## src/rtl/bitfusion_pkg.sv

```systemverilog
// rtl/bitfusion_pkg.sv - shared types and helpers for the BitFusion sequencing controller
package bitfusion_pkg;

  localparam int MAX_BITS = 8;
  localparam int OUT_W    = 16;

  typedef enum logic [1:0] {
    PREC_2B   = 2'b00,
    PREC_4B   = 2'b01,
    PREC_8B   = 2'b10,
    PREC_RSVD = 2'b11
  } prec_e;

  typedef enum logic [1:0] {
    IDLE = 2'b00,
    RUN  = 2'b01,
    DONE = 2'b10
  } ctrl_state_e;

  // Number of 2-bit slices an operand of the given precision occupies;
  // the reserved code behaves as full 8-bit precision.
  function automatic logic [2:0] prec_slices(prec_e p);
    case (p)
      PREC_2B: prec_slices = 3'd1;
      PREC_4B: prec_slices = 3'd2;
      default: prec_slices = 3'd4;
    endcase
  endfunction

endpackage

```

## src/rtl/bitbrick.sv

```systemverilog
// rtl/bitbrick.sv - BitBrick 2x2 core: signed/unsigned 2-bit by 2-bit multiply
module bitbrick (
  input  logic [1:0] x,
  input  logic [1:0] y,
  input  logic       sx,
  input  logic       sy,
  output logic [5:0] p
);

  logic [5:0] x_ext;
  logic [5:0] y_ext;

  // Each slice becomes a 3-bit value (sign bit only for the top slice of a
  // signed operand), widened to 6 bits; the low 6 bits of the product are
  // the exact two's-complement result.
  always_comb begin
    x_ext = {{4{sx & x[1]}}, x};
    y_ext = {{4{sy & y[1]}}, y};
    p     = x_ext * y_ext;
  end

endmodule

```

## src/rtl/bitbrick_seq_ctrl.sv

```systemverilog
// rtl/bitbrick_seq_ctrl.sv - sequences one variable-precision multiply through a single BitBrick
module bitbrick_seq_ctrl #(
  parameter int MAX_BITS = 8,
  parameter int OUT_W    = 16,
  parameter int ACC_W    = 18
) (
  input  logic                clk,
  input  logic                rst_n,
  input  logic                in_valid,
  output logic                in_ready,
  input  logic [MAX_BITS-1:0] in_a,
  input  logic [MAX_BITS-1:0] in_b,
  input  logic                in_a_signed,
  input  logic                in_b_signed,
  input  logic [1:0]          in_prec_a,
  input  logic [1:0]          in_prec_b,
  output logic                out_valid,
  input  logic                out_ready,
  output logic [OUT_W-1:0]    out_p,
  output logic                busy
);

  import bitfusion_pkg::*;

  localparam int NS = MAX_BITS / 2;
  localparam int IW = (NS > 1) ? $clog2(NS) : 1;
  localparam int SW = IW + 2;

  ctrl_state_e         state, state_nxt;
  logic [MAX_BITS-1:0] a_r, b_r;
  logic                a_sgn, b_sgn;
  logic [IW-1:0]       i_r, j_r, i_last, j_last;
  logic [ACC_W-1:0]    acc, acc_nxt, term;
  logic [SW-1:0]       shamt;
  logic [1:0]          x2, y2;
  logic                sx, sy;
  logic [5:0]          p6;
  logic                accept, j_wrap, last_pair;

  assign in_ready  = (state == IDLE);
  assign busy      = (state != IDLE);
  assign accept    = in_valid && in_ready;
  assign j_wrap    = (j_r == j_last);
  assign last_pair = (i_r == i_last) && j_wrap;

  // Slice muxes and sign control for the current (i, j) pair.
  always_comb begin
    x2    = a_r[{i_r, 1'b0} +: 2];
    y2    = b_r[{j_r, 1'b0} +: 2];
    sx    = a_sgn && (i_r == i_last);
    sy    = b_sgn && (j_r == j_last);
    shamt = {1'b0, i_r, 1'b0} + {1'b0, j_r, 1'b0};
    term  = {{(ACC_W-6){p6[5]}}, p6} << shamt;
    acc_nxt = acc + term;
  end

  bitbrick u_bitbrick (
    .x  (x2),
    .y  (y2),
    .sx (sx),
    .sy (sy),
    .p  (p6)
  );

  // State register.
  always_ff @(posedge clk or negedge rst_n) begin
    if (!rst_n) state <= IDLE;
    else        state <= state_nxt;
  end

  // Next-state logic: accept in IDLE, walk all slice pairs in RUN, hold in DONE.
  always_comb begin
    state_nxt = state;
    case (state)
      IDLE:    if (accept)    state_nxt = RUN;
      RUN:     if (last_pair) state_nxt = DONE;
      DONE:    if (out_ready) state_nxt = IDLE;
      default: state_nxt = IDLE;
    endcase
  end

  // Operand capture, slice counters, shift-accumulate and result register.
  always_ff @(posedge clk or negedge rst_n) begin
    if (!rst_n) begin
      a_r       <= '0;
      b_r       <= '0;
      a_sgn     <= 1'b0;
      b_sgn     <= 1'b0;
      i_r       <= '0;
      j_r       <= '0;
      i_last    <= '0;
      j_last    <= '0;
      acc       <= '0;
      out_p     <= '0;
      out_valid <= 1'b0;
    end else begin
      case (state)
        IDLE: begin
          if (accept) begin
            a_r    <= in_a;
            b_r    <= in_b;
            a_sgn  <= in_a_signed;
            b_sgn  <= in_b_signed;
            i_last <= IW'(prec_slices(prec_e'(in_prec_a)) - 3'd1);
            j_last <= IW'(prec_slices(prec_e'(in_prec_b)) - 3'd1);
            i_r    <= '0;
            j_r    <= '0;
            acc    <= '0;
          end
        end
        RUN: begin
          acc <= acc_nxt;
          if (j_wrap) begin
            j_r <= '0;
            i_r <= i_r + IW'(1);
          end else begin
            j_r <= j_r + IW'(1);
          end
          if (last_pair) begin
            out_p     <= acc_nxt[OUT_W-1:0];
            out_valid <= 1'b1;
          end
        end
        DONE: begin
          if (out_ready) out_valid <= 1'b0;
        end
        default: out_valid <= 1'b0;
      endcase
    end
  end

endmodule

```

## config.mk

```make
export PLATFORM = sky130hd
export DESIGN_NAME = bitbrick_seq_ctrl
export DESIGN_NICKNAME = d
export VERILOG_FILES = /design/src/rtl/bitfusion_pkg.sv /design/src/rtl/bitbrick.sv /design/src/rtl/bitbrick_seq_ctrl.sv
export SDC_FILE = /design/constraint.sdc
export NUM_CORES = 1
export LEC_CHECK = 0
export BUFFER_PORTS_ARGS = -buffer_cell sky130_fd_sc_hd__buf_2
export CORE_MARGIN = 1
export CORE_UTILIZATION = 38
export DETAILED_ROUTE_END_ITERATION = 6
export GPL_TIMING_DRIVEN = 0
export PLACE_DENSITY = 0.59
export SYNTH_ARGS = -nofsm -noshare
export SYNTH_HDL_FRONTEND = slang
export SYNTH_SLANG_ARGS = --single-unit
```

## constraint.sdc

```tcl
create_clock -name clk -period 11.7 [get_ports clk]
set_input_delay 1.755 -clock clk [delete_from_list [all_inputs] [get_ports clk]]
set_output_delay 1.755 -clock clk [all_outputs]
set_load 0.005 [all_outputs]
```

# Yosys cells after proc, flatten, opt, wreduce, memory -nomap -nowiden
# Cells that the tools add are included.
[classes]
eq_ne = 10
bitwise_logic = 3
add_sub_neg = 6
multipliers = 1
div_mod_pow = 0
muxes = 20
reduce_logical = 15
shifts = 3
magnitude_cmp = 0
[op_table]
columns = ["cell", "n"]
rows = [
  ["$pmux W18 S2", 1],
  ["$mux W2", 10],
  ["$add A18 B18 Y18", 1],
  ["$mux W18", 1],
  ["$shl A18 B4 Y18", 1],
  ["$pmux W2 S2", 4],
  ["$shiftx A8 B4 Y2", 2],
  ["$reduce_and A3 Y1", 3],
  ["$eq A2 B1 Y1 const B", 3],
  ["$logic_not A2 Y1", 3],
  ["$mul A3 B3 Y6", 1],
  ["$ne A2 B2 Y1 const B", 3],
  ["$pmux W2 S3", 1],
  ["$reduce_and A2 Y1", 3],
  ["$add A2 B1 Y2 const B", 2],
  ["$add A3 B3 Y4", 1],
  ["$eq A2 B2 Y1", 2],
  ["$logic_and A1 B1 Y1", 4],
  ["$reduce_bool A2 Y1", 2],
  ["$sub A2 B1 Y2 const B", 2],
  ["$pmux W1 S3", 1],
  ["$and A1 B1 Y1", 2],
  ["$eq A2 B2 Y1 const B", 1],
  ["$mux W1", 2],
  ["2 further kinds", 2],
]
[word_totals]
output_inout_bits = 19
ff_bits = 63
mem_count = 0
romBits = 0
latch_bits = 0
in_bits = 26
elab_cells = 70
mem_bits_rw = 0

# Depth between registers and ports, before layout
[logic_depth]
depth_word = 7
mapped_depth = 23
depth_no_buf = 22

# By module
# From an unflattened synthesis, not the netlist that was laid out.
[unflattened]
cells_unflattened = 429
hier_area_um2 = 3860.0
[modules_own_cells]
columns = ["mod", "cells_per_inst", "area_each_um2", "seq_area_each_um2", "n_inst"]
rows = [
  ["bitbrick_seq_ctrl", 399, 3599.7, 1526.5, 1],
  ["bitbrick", 30, 260.2, 0.0, 1],
]

# Least setup slack after synthesis
# Ideal clock, no wire load.
[synth_timing]
kind = "flip-flop to flip-flop"
from = "reg j_r[0]"
to = "reg out_p[14]"
arrival_ns = 5.228
n_path_buf = 1
required_ns = 11.573
period_less_slack_ns = 5.356
path_slack_ns = 6.344
path_stages_with_launch = 23
setup_time_ns = 0.127
cell_sequence = "dfrtp_1 -> buf_2 -> mux4_2 -> and2_1 -> nand3_1 -> inv_1 -> fa_1 -> ha_1 -> ha_1 -> fa_1 -> xnor2_1 -> xnor2_1 -> nor2_1 -> a21oi_1 -> o22a_1 -> nor2_1 -> ha_1 -> and3_1 -> a221oi_2 -> and4b_1 -> nor3_2 -> mux2i_1 -> o22ai_1"
[synth_via]
elab_chain_cells = 6
elab_cells_between_ends = 10
classes_between = "2 x add/sub; 1 x mul; 1 x eq/ne; 2 x shift; 1 x bitwise; 3 x reduce/logical"
[synth_rtl]
columns = ["element", "line", "text"]
rows = [
  ["from (decl)", "bitbrick_seq_ctrl.sv:32", "logic [IW-1:0] i_r, j_r, i_last, j_last;"],
  ["from (signal assigned)", "bitbrick_seq_ctrl.sv:117", "j_r <= j_r + IW'(1);"],
  ["parallel branches: the longest is 6 deep, another holds $add A18 B18 Y18", "-", ""],
  ["to (signal assigned)", "bitbrick_seq_ctrl.sv:120", "out_p <= acc_nxt[OUT_W-1:0];"],
  ["to (decl)", "bitbrick_seq_ctrl.sv:19", "output logic [OUT_W-1:0] out_p,"],
]
# Several ways; the timed one is not identified.
# A chain may end at the register's enable or synchronous reset.

# Worst setup path after layout
# Same ends and word-level chain as after synthesis.

==> out/qor.csv <==
metric,value,unit
status,"finished, final reports clean",
initial antenna violation count,0,
hold depth,2,
CP arrival,6.34,ns
Mapped Area,3710,µm²
Final nets,471,
Hold EP,out_p[11],
family with the most delay on the worst path,simple AND/OR/NAND/NOR gates,
Reg2Reg Setup Slack,5.59,ns
Die Span Y,101,µm
slowest CP cell,fa_1,
crit path launch,j_r[0],
# IOs,45,
syn_nets,416,
Synth Instances,363,
Avg Inst Size Synth,10.2,µm²
postcts setup bufs,0,
vias in the first global route,2935,
Root Driver,clkbuf_8,
Worst-path clk slew,0.07,ns
CP required,11.92,ns
die width,101,µm
period utilisation layout,52.2,%
drt via density,5.23,
gr usage total,18.6,%
Max clock buf depth,2,
Storage cell area,1530,µm²
HP Class,reg2reg,
Setup Viol. Count Final,0,
Worst Tran Pin Value,0.789,ns
crit path max fanout,6,
CP Depth,23,
GP Congestion,0.884,
first-pass GRT wire length,14200,µm
hold buffers post-CTS,0,
area of the multi-input gates,2080,µm²
die area,10200,µm²
vias post-DR,2876,
RSZ-0062 raised after global routing,false,
H-tree Lvls,3,
Core Area,9370,µm²
final hold violation count,0,
Worst Setup End Kind,flop,
Max-cap violations,0,
Ys Warns,0,
row cnt,35,
startpoint type of the worst setup path,flop,
largest net degree at the start of global routing,62,
# diodes,0,
Initial Util,39.6,%
grt met2 use,31.0,%
DRC,0,
synth top area cells,"dfrtp_1, mux2_2, ha_1",
Max Clock Freq,0.164,GHz
reg2reg path depth,23,
DP HPWL,6130,µm
CP peak stage delay,0.53,ns
reg2reg start,j_r[0],
CTS tree,built,
Antenna Violating Nets Remaining,0,
most used routing layer,met2,
IO buf count,44,
clk sinks,61,
most area-hungry cell type in the Yosys netlist,dfrtp_1,
setup TNS,0,ns
Num CTS Buffers,9,
Worst Path Buf+Inv,2,
Overflow after GRT,0,
"commonest non-fill, non-tap cell in the layout",dfrtp_1,
Area Overhead vs Synth,15.1,%
critical path cell sequence,buf_2 > xor2_1 > nor2_1 > nand3_1 > or2_2 > fa_1 > fa_1 > inv_1 > ha_1 > fa_1 > xnor2_1 > xnor2_1 > nor2_1 > a21oi_1 > o22a_1 > nor2_1 > ha_1 > and3_1 > a221oi_2 > and4b_1 > nor3_2 > mux2i_1 > o22ai_1,
drt total wl,8470,µm
"Clk Latency, worst-skew pair",0.35,ns
Resized Gates After CTS,0,
share of cells above drive strength 1,24.0,%
Slew headroom,47.4,%
Slew Limit Fails,0,
"FF+latch count, synth",61,
Crit Path Category,reg2reg,
GR Util met3,4.23,%
clk_skew,0.00589,ns
post-layout min period,6.11,ns
initial DRC count,96,
most frequent cells in the layout,"dfrtp_1, nand2_1, buf_2, nor2_1, mux2_2",
Netlist cell types,43,
mean routed wirelength per cell,15.4,µm
hold path startpoint,out_p[11],
worst reg2reg endpoint,out_p[14],
"Seq/Total Area, Yosys",41.1,%
Pre-antenna DRT Iters,4,
Synth top area share,41.1,%
GR Util met1,23.1,%
Filler cells,922,
## state kept, by name, indices dropped and copies added, names as in the netlist
signal,count
a_sgn,1
out_p,16
j_last,2
j_r,2
state,2
acc,16
b_sgn,1
out_valid,1
a_r,8
i_last,2
b_r,8
i_r,2
## tightest hold or removal path: cells and delay by family, from the launching register on
family,cells,cell delay (ns)
AND/OR/NAND/NOR,2,0.10
flip-flops,1,0.34
## routing by layer
layer	up-vias	share of wire (%)
li1	1404	-
met3	15	4.0
met2	65	48
met4	0	2.8
met5	-	0
met1	1392	45
## worst max path at each step
stage	end
6_report	out_p[14]
2_1_floorplan	out_p[14]
4_1_cts	out_p[14]
3_5_place_dp	out_p[14]
3_3_place_gp	out_p[14]
5_1_grt	out_p[14]
## kinds of logic after synthesis
logic type                 after synthesis  share of synthesized area, %
adders and majority gates               27                          10.3
xor gates and xnor gates                21                          4.95
AOI/OAI and AO/OA                       81                          15.3
DFF                                     61                          41.1
muxes                                   35                          11.6
and+or+nand+nor                        113                          14.0
buffers and inverters                   25                          2.73
## synthesized netlist by cell type (all sizes together)
library cell,number
a221oi,2
clkbuf,10
nand2b,2
nor4,1
or2,2
o22a,1
nor4b,1
ha,21
nor3b,1
inv,8
nor3,8
o21bai,5
a21oi,18
o211a,1
a31oi,7
mux2,25
o22ai,3
and2,5
dfrtp,61
and3,1
nand3,7
nor2,27
nand4,2
nand2,50
o21ai,12
o21a,1
o31ai,1
o221ai,2
xor2,9
xnor2,12
a22oi,1
buf,6
nor2b,5
fa,6
clkinv,1
o211ai,1
and4b,1
a22o,16
a21o,10
mux2i,6
mux4,4
## per-stage QoR
| step | hold WS [ns] | util (%) | area (µm²) | setup WS [ns] | instances |
|---|---|---|---|---|---|
| 6_report | 0.469 | 45.6 | 4270 | 5.59 | 550 |
| 4_1_cts | 0.474 | 45.6 | 4270 | 5.58 | 550 |
| 2_1_floorplan | 0.462 | - | 3710 | 6.34 | 363 |
| 5_1_grt | 0.499 | 45.6 | 4270 | 5.15 | 550 |
| 3_3_place_gp | 0.455 | 43.7 | 4090 | 5.66 | 536 |
| 3_5_place_dp | 0.457 | 43.7 | 4100 | 5.61 | 536 |
## layout make-up
class	count	area share (%)
Inverter	9	0.790
Clock buffer	9	2.90
Buffer	16	1.58
Clock inverter	5	1.26
Timing Repair Buffer	44	5.21
Tap cell	129	3.78
Sequential cell	61	35.7
Multi-Input combinational cell	277	48.8
Power is not shown: default switching activity piles up to over one toggle a cycle in this logic, so the estimate is an artifact.
